## config.mk

```make
export PLATFORM = sky130hd
export DESIGN_NAME = fwd_scoreboard
export DESIGN_NICKNAME = d
export VERILOG_FILES = /design/src/rtl/fwd_pkg.sv /design/src/rtl/fwd_pick.sv /design/src/rtl/fwd_scoreboard.sv
export SDC_FILE = /design/constraint.sdc
export NUM_CORES = 1
export LEC_CHECK = 0
export BUFFER_PORTS_ARGS = -buffer_cell sky130_fd_sc_hd__buf_2
export CAP_MARGIN = 20
export CORE_MARGIN = 8
export CORE_UTILIZATION = 56
export CTS_CLUSTER_DIAMETER = 150
export DETAILED_ROUTE_END_ITERATION = 8
export PLACE_DENSITY = 0.82
export REMOVE_ABC_BUFFERS = 1
export SLEW_MARGIN = 40
export SYNTH_ARGS = -nofsm -noshare
export SYNTH_HDL_FRONTEND = slang
export SYNTH_HIERARCHICAL = 1
export SYNTH_SLANG_ARGS = --single-unit
```

## constraint.sdc

```tcl
create_clock -name clk -period 4.7 [get_ports clk]
set_clock_uncertainty 0.1 [all_clocks]
set_input_delay 0.47 -clock clk [delete_from_list [all_inputs] [get_ports clk]]
set_output_delay 0.47 -clock clk [all_outputs]
set_load 0.005 [all_outputs]
```

## src/rtl/fwd_pkg.sv

```systemverilog
// ---------------------------------------------------------------------------
// fwd_pkg
// Shared types and constants for the forwarding / hazard scoreboard.
//   sb_entry_t : one scoreboard slot {v, dst, lat}. Field widths are fixed
//                upper bounds so the type can live in a package; the
//                modules zero-extend their RW / LW wide values into it.
//   FWD_*      : forward-select encodings for the default 3-stage depth.
// ---------------------------------------------------------------------------
package fwd_pkg;

  // Upper bounds for register index and latency fields (RW, LW <= 8).
  localparam int SB_DST_W = 8;
  localparam int SB_LAT_W = 8;

  typedef struct packed {
    logic                v;
    logic [SB_DST_W-1:0] dst;
    logic [SB_LAT_W-1:0] lat;
  } sb_entry_t;

  localparam int FWD_RF  = 0;
  localparam int FWD_EX  = 1;
  localparam int FWD_MEM = 2;
  localparam int FWD_WB  = 3;

endpackage

```

## src/rtl/fwd_pick.sv

```systemverilog
// ---------------------------------------------------------------------------
// fwd_pick
// Operand-level forwarding decision for one source register.
// Searches the scoreboard from stage 1 (youngest) upward; the first valid
// entry whose destination matches decides the outcome: forward from that
// stage if its result is ready, otherwise flag a hazard. Older matches are
// shadowed even when ready, because they hold a stale value.
// Ports:
//   i_src    [RW]    source register index
//   i_used           operand actually reads a register
//   i_valid          an instruction is present at issue
//   i_sb     [DEPTH] scoreboard entries, index k = pipeline stage k
//   o_sel    [SW]    0 = register file, k = forward from stage k
//   o_hazard         youngest producer not ready yet
// ---------------------------------------------------------------------------
import fwd_pkg::*;

module fwd_pick #(
  parameter int RW    = 5,
  parameter int DEPTH = 3,
  parameter int SW    = $clog2(DEPTH + 1)
) (
  input  logic                  i_valid,
  input  logic                  i_used,
  input  logic [RW-1:0]         i_src,
  input  sb_entry_t [DEPTH:1]   i_sb,
  output logic [SW-1:0]         o_sel,
  output logic                  o_hazard
);

  logic w_req;
  logic w_found;

  always_comb begin
    o_sel    = SW'(FWD_RF);
    o_hazard = 1'b0;
    w_found  = 1'b0;
    // $0 is hard-wired zero and never needs forwarding.
    w_req    = i_valid && i_used && (i_src != '0);
    for (int k = 1; k <= DEPTH; k++) begin
      if (w_req && !w_found && i_sb[k].v && (i_sb[k].dst == SB_DST_W'(i_src))) begin
        w_found = 1'b1;
        // Result exists at the end of stage lat+1, so stage k holds it when k > lat.
        if (SB_LAT_W'(k) > i_sb[k].lat) begin
          o_sel = SW'(k);
        end else begin
          o_hazard = 1'b1;
        end
      end
    end
  end

endmodule

```

## src/rtl/fwd_scoreboard.sv

```systemverilog
// ---------------------------------------------------------------------------
// fwd_scoreboard
// Forwarding and hazard unit for the pipelined MIPS core. Every accepted
// register writer is shifted through DEPTH post-issue stages; each source
// operand at issue is resolved against it by a fwd_pick instance.
// DEPTH must be >= 2 so the latency field has at least one bit.
// Ports:
//   clk, reset           clock, synchronous active-high reset
//   id_valid             instruction present at issue
//   id_src [NSRC*RW]     source indices, operand i at [i*RW +: RW]
//   id_src_used [NSRC]   per-operand register-read flag
//   id_wr, id_dst [RW]   instruction writes register id_dst
//   id_lat [LW]          result ready at end of stage id_lat+1
//   flush                kill the instruction at issue
//   fwd_sel [NSRC*SW]    per-operand forward select (don't-care while stall)
//   stall                hold PC and IF/ID, bubble into EX
//   stall_cnt [32]       saturating stall-cycle counter, only when the
//                        FWD_STALL_CNT_EN macro is defined
// ---------------------------------------------------------------------------
import fwd_pkg::*;

module fwd_scoreboard #(
  parameter int RW    = 5,
  parameter int DEPTH = 3,
  parameter int NSRC  = 2,
  parameter int SW    = $clog2(DEPTH + 1),
  parameter int LW    = $clog2(DEPTH)
) (
  input  logic               clk,
  input  logic               reset,
  input  logic               id_valid,
  input  logic [NSRC*RW-1:0] id_src,
  input  logic [NSRC-1:0]    id_src_used,
  input  logic               id_wr,
  input  logic [RW-1:0]      id_dst,
  input  logic [LW-1:0]      id_lat,
  input  logic               flush,
  output logic [NSRC*SW-1:0] fwd_sel,
  output logic               stall
`ifdef FWD_STALL_CNT_EN
  ,
  output logic [31:0]        stall_cnt
`endif
);

  logic [DEPTH:1]                r_v;
  logic [DEPTH:1][SB_DST_W-1:0]  r_dst;
  logic [DEPTH:1][SB_LAT_W-1:0]  r_lat;
  sb_entry_t [DEPTH:1]           w_sb;
  sb_entry_t                     w_new;
  logic [NSRC-1:0]               w_haz;
  logic                          w_stall;

  always_comb begin
    for (int k = 1; k <= DEPTH; k++) begin
      w_sb[k].v   = r_v[k];
      w_sb[k].dst = r_dst[k];
      w_sb[k].lat = r_lat[k];
    end
  end

  for (genvar gi = 0; gi < NSRC; gi++) begin : g_pick
    fwd_pick #(
      .RW    (RW),
      .DEPTH (DEPTH),
      .SW    (SW)
    ) u_pick (
      .i_valid  (id_valid),
      .i_used   (id_src_used[gi]),
      .i_src    (id_src[gi*RW +: RW]),
      .i_sb     (w_sb),
      .o_sel    (fwd_sel[gi*SW +: SW]),
      .o_hazard (w_haz[gi])
    );
  end

  // A flushed instruction never stalls: the redirect supersedes it.
  assign w_stall = (|w_haz) && !flush;
  assign stall   = w_stall;

  always_comb begin
    w_new.v   = id_valid && id_wr && (id_dst != '0) && !w_stall && !flush;
    w_new.dst = SB_DST_W'(id_dst);
    w_new.lat = SB_LAT_W'(id_lat);
  end

  // Issue -> stage 1 -> ... -> stage DEPTH; shifts even while stalling so
  // older producers keep advancing toward readiness.
  always_ff @(posedge clk) begin
    if (reset) begin
      r_v <= '0;
    end else begin
      r_v[1] <= w_new.v;
      for (int k = 2; k <= DEPTH; k++) begin
        r_v[k] <= r_v[k-1];
      end
    end
  end

  always_ff @(posedge clk) begin
    r_dst[1] <= w_new.dst;
    r_lat[1] <= w_new.lat;
    for (int k = 2; k <= DEPTH; k++) begin
      r_dst[k] <= r_dst[k-1];
      r_lat[k] <= r_lat[k-1];
    end
  end

`ifdef FWD_STALL_CNT_EN
  logic [31:0] r_stall_cnt;

  always_ff @(posedge clk) begin
    if (reset) begin
      r_stall_cnt <= '0;
    end else if (w_stall && (r_stall_cnt != 32'hFFFF_FFFF)) begin
      r_stall_cnt <= r_stall_cnt + 32'd1;
    end
  end

  assign stall_cnt = r_stall_cnt;
`endif

endmodule

```

# --- Yosys cells after proc, flatten, opt, wreduce, memory -nomap -nowiden ---
# Index checks and enable logic that the tools add are counted.
totals:
  reg_bits: 24
  out_inout_bits: 5
  wordCells: 77
op_classes:
  n_reduce_logical: 35
  magnitude_cmp: 3
  muxes: 26
  eq_ne: 6
op_table:
  columns: ["cell", "count"]
  rows:
  - ["$eq A5 B5 Y1", 6]
  - ["$logic_and A1 B1 Y1", 25]
  - ["$mux W2", 9]
  - ["$mux W1", 17]
  - ["$reduce_bool A5 Y1", 3]
  - ["$logic_not A1 Y1", 6]
  - ["$gt A2 B2 Y1 const A", 2]
  - ["$gt A1 B2 Y1 const A", 1]
  - ["$reduce_or A2 Y1", 1]

# --- Logic depth before layout (Yosys ltp) ---
depth:
  ltp_word: 20
  mapped_depth: 7
  ltp_nobuf: 7

# --- Modules after synthesis ---
# The synthesis kept the hierarchy.
modules_own_cells:
  columns: ["module", "area_per_inst_um2", "instances", "cells_each"]
  rows:
  - ["fwd_pick", 362.8, 2, 43]
  - ["fwd_scoreboard", 531.8, 1, 32]

# --- Worst setup path before layout ---
# Ideal clock, no wire load.
synth_path:
  path_kind: "input -> output"
  from: "in id_src[7]"
  to: "out stall"
  stages: 7
  path_buffers: 0
  arrival_ns: 1.647
  path_slack_ns: 2.483
  path_cell_list: "or3_1 o311a_4 o31ai_4 or3_1 o311ai_1 nor2_1 nor2_1"
synth_via:
  elab_chain_len: 17
synth_lines:
  columns: ["item", "line", "text"]
  rows:
  - ["start: declaration", "fwd_scoreboard.sv:32", "input logic [NSRC*RW-1:0] id_src,"]
  - ["$reduce_bool A5 Y1", "fwd_pick.sv:39", "w_req = i_valid && i_used && (i_src != '0);"]
  - ["$logic_and A1 B1 Y1", "fwd_pick.sv:39", null]
  - ["$logic_and A1 B1 Y1 (2 in a row)", "fwd_pick.sv:41", "if (w_req && !w_found && i_sb[k].v && (i_sb[k].dst == SB_DST_W'(i_src))) begin"]
  - ["$mux W1", "fwd_pick.sv:41", null]
  - ["$logic_not A1 Y1", "fwd_pick.sv:41", null]
  - ["$logic_and A1 B1 Y1 (3 in a row)", "fwd_pick.sv:41", null]
  - ["$mux W1", "fwd_pick.sv:41", null]
  - ["$logic_not A1 Y1", "fwd_pick.sv:41", null]
  - ["$logic_and A1 B1 Y1 (3 in a row)", "fwd_pick.sv:41", null]
  - ["$mux W1 *", "fwd_pick.sv:41", null]
  - ["net w_haz[1]", "fwd_scoreboard.sv:51", "logic [NSRC-1:0] w_haz;"]
  - ["$reduce_or A2 Y1 *", "fwd_scoreboard.sv:78", "assign w_stall = (|w_haz) && !flush;"]
  - ["$logic_and A1 B1 Y1 *", "fwd_scoreboard.sv:78", null]
  - ["end: declaration", "fwd_scoreboard.sv:39", "output logic stall"]
# The timed path passes the listed nets; every way through them passes the cells marked *.

# --- Worst setup path after layout ---
layout_path:
  from: "reg r_dst[12] (netlist bit)"
  to: "out stall"
layout_via:
  elab_chain_len: 10
layout_lines:
  columns: ["item", "line", "text"]
  rows:
  - ["start: declaration", "fwd_scoreboard.sv:47", "logic [DEPTH:1][SB_DST_W-1:0] r_dst;"]
  - ["start signal: indexed assignment", "fwd_scoreboard.sv:104", "r_dst[k] <= r_dst[k-1];"]
  - ["$eq A5 B5 Y1 *", "fwd_pick.sv:41", null]
  - ["$logic_and A1 B1 Y1 *", "fwd_pick.sv:41", null]
  - ["$mux W1", "fwd_pick.sv:41", null]
  - ["$logic_not A1 Y1", "fwd_pick.sv:41", null]
  - ["$logic_and A1 B1 Y1 (3 in a row)", "fwd_pick.sv:41", null]
  - ["$mux W1 *", "fwd_pick.sv:41", null]
  - ["net w_haz[1]", "fwd_scoreboard.sv:51", null]
  - ["$reduce_or A2 Y1 *", "fwd_scoreboard.sv:78", null]
  - ["$logic_and A1 B1 Y1 *", "fwd_scoreboard.sv:78", null]
# Marks and branches as above.

==> summary.txt <==
syn_area_per_cell -> 10.66 um^2
first-pass GRT wire length -> 4.864 mm
TritonCTS Sinks -> 24
die area -> 4018 um^2
maxcap violations -> 0
startpoint types -> flop
share of layout cells above drive strength 1 -> 19.31%
Remaining DRCs -> 0
maximum vdd drop -> 0.0002210 V
Critical-path top delay cell -> or3_1
CTS Buf Count -> 3
synthesized netlist cell count -> 118
NumNets Final -> 228
Tightest Hold Check Type -> input port to flop
core area -> 2170 um^2
post-synthesis sequential area ratio -> 38.21%
Final min period -> 2744 ps
vias -> 1118
Area Growth Syn to Fin -> 31.54%
most used cell, CP -> nor2_1
Req. time, crit path -> 4130 ps
Worst Path Max Fanout -> 4
Yosys cell types -> 24
Max Fclk -> 364.4 MHz
ANT nets after route -> 0
final core area utilization -> 76.24%
initial drt markers -> 48
largest net degree at the start of global routing -> 13
Layout fillers -> 175
Yosys reg bits -> 24
Buffers & Inverters on Critical Path -> 1
H-tree depth -> 1
Reg2Reg Setup Slack -> 2730 ps
Setup crit end kind -> output port
DP Wirelength -> 2.542 mm
delay of the slowest critical-path stage -> 390 ps
port buffer count -> 28
diode count -> 0
number of I/O pins -> 29
final setup vio count -> 0
RSZ-0062 raised after global routing -> false
Die X -> 63.39 um
grt ovf -> 0
Setup CP Type -> flop to output port
Cell Area, Synth -> 1257 um^2
Die Y -> 63.39 um
Lkg Pwr -> 0.7117 nW
Power per Cell Area -> 223.3 nW/um^2
final wirelength -> 2.916 mm
placed cells -> 227
Starting Density -> 57.96%
GP Congestion -> 0.8695
CP arrival -> 2170 ps
Synth warnings -> 6
Bufs on Longest Clock Path -> 2
row count -> 17
vias in the first global route -> 1118
clk_lat worst skew -> 310 ps
status -> complete, no violations
sum of negative setup slack -> 0 ps
antenna violations before repair -> 0
Tcrit/Tclk final -> 58.39%
first drt pass iteration count -> 4
fin cells -> 230
cts repair resizes -> 0
Setup Fix Bufs, Post-CTS -> 0
total power -> 369.4 uW
GRT Overall Usage -> 14.83%
CTS tree -> done
Wirelength per Cell -> 12.68 um
clk root buf -> clkbuf_4
delay-heaviest family, CP -> simple AND/OR/NAND/NOR gates
CP Cell Sequence -> xor2_1 -> nor4_1 -> nand3_1 -> or3_1 -> o311ai_1 -> nor2_1 -> nor2_1 -> buf_2
hold-fix buffers at CTS -> 0
Vias per Instance -> 4.861
Worst-path clk slew -> 120 ps
Final Hold Violating Endpoints -> 0
final slew viol count -> 0
[cell families after synthesis]
kind of cell    Yosys count  share of synthesized area (%)
xor+xnor                 30                          20.90
flops                    24                          38.21
compound gates           13                          15.52
other cells               1                         0.2982
simple gates             50                          25.07
[path summary, 6_finish.rpt]
kind / from / cells after the start / end
max reg2reg: r_dst[12] / 7 / r_v[1]
min reg2reg: r_lat[8] / 0 / r_lat[16]
min: id_lat[1] / 1 / r_lat[1]
max: r_dst[12] / 8 / stall
[worst reg2reg max path, stage by stage, from the launching register on]
cell and delay, ps:
dfxtp_1 370, xor2_1 150, nor4_1 300, nand3_1 200, or3_1 390, o311ai_1 120, nor2_1 140, o211a_1 130
[synthesized netlist by cell type, drive strengths merged]
library cell	number	area (um^2)
or3	6	37.54
o21ai	2	10.01
conb	1	3.750
nand2	6	22.52
nand3	4	20.02
a2111oi	2	55.05
o31ai	2	42.54
dfxtp	24	480.5
nor4b	6	52.55
o311ai	2	17.52
o41ai	2	17.52
nor4	6	37.54
o211a	1	10.01
o311a	2	42.54
nor4bb	1	10.01
nor3	4	20.02
nor2	4	15.01
or4	5	45.04
nand4b	2	17.52
nand4	4	25.02
nor2b	2	12.51
xnor2	14	122.6
xor2	16	140.1
[metrics by stage]
step	cell area [um^2]	setup slack (ps)	hold slack (ps)
2_1_floorplan	1456	2483	209.6
3_3_place_gp	1632	2072	214.8
3_5_place_dp	1632	2008	226.1
4_1_cts	1654	1959	149.4
5_1_grt	1654	1781	127.6
6_report	1654	1956	151.7
[sequential cells by signal, summed over array words and instances, names as in the netlist]
signal / count
r_lat: 6
r_dst: 15
r_v: 3
[power by group]
group	total, mW	switching, mW	leakage (nW)	internal, mW
combinational	0.0592	0.0322	0.496	0.0270
clock	0.0863	0.0563	0.0138	0.0300
sequential	0.224	0.0103	0.202	0.214
[routing by layer]
metal | up-vias | wire length [um] | global-route usage [%]
met2 | 38 | 1433 | 25.10
li1 | 566 | - | -
met1 | 508 | 1291 | 17.48
met5 | - | 0 | 0
met4 | 0 | 42 | 5.571
met3 | 6 | 150 | 3.710
[final cells by class]
type	instances	area [um^2]	share of cell area, %
Tap cell	28	35.03	2.118
Clock buffer	3	22.52	1.362
Multi-Input combinational cell	147	975.9	59.00
Timing Repair Buffer	28	140.1	8.472
Sequential cell	24	480.5	29.05
[layout by cell type (no fill, tap or decap), types with 6 or more instances in the layout]
cell / n
buf_2: 28
xor2_1: 16
nor4_1: 6
nand2_1: 6
conb_1: 54
xnor2_1: 14
or3_1: 6
nor4b_1: 6
dfxtp_1: 24
(Power assumes the default switching activity.)
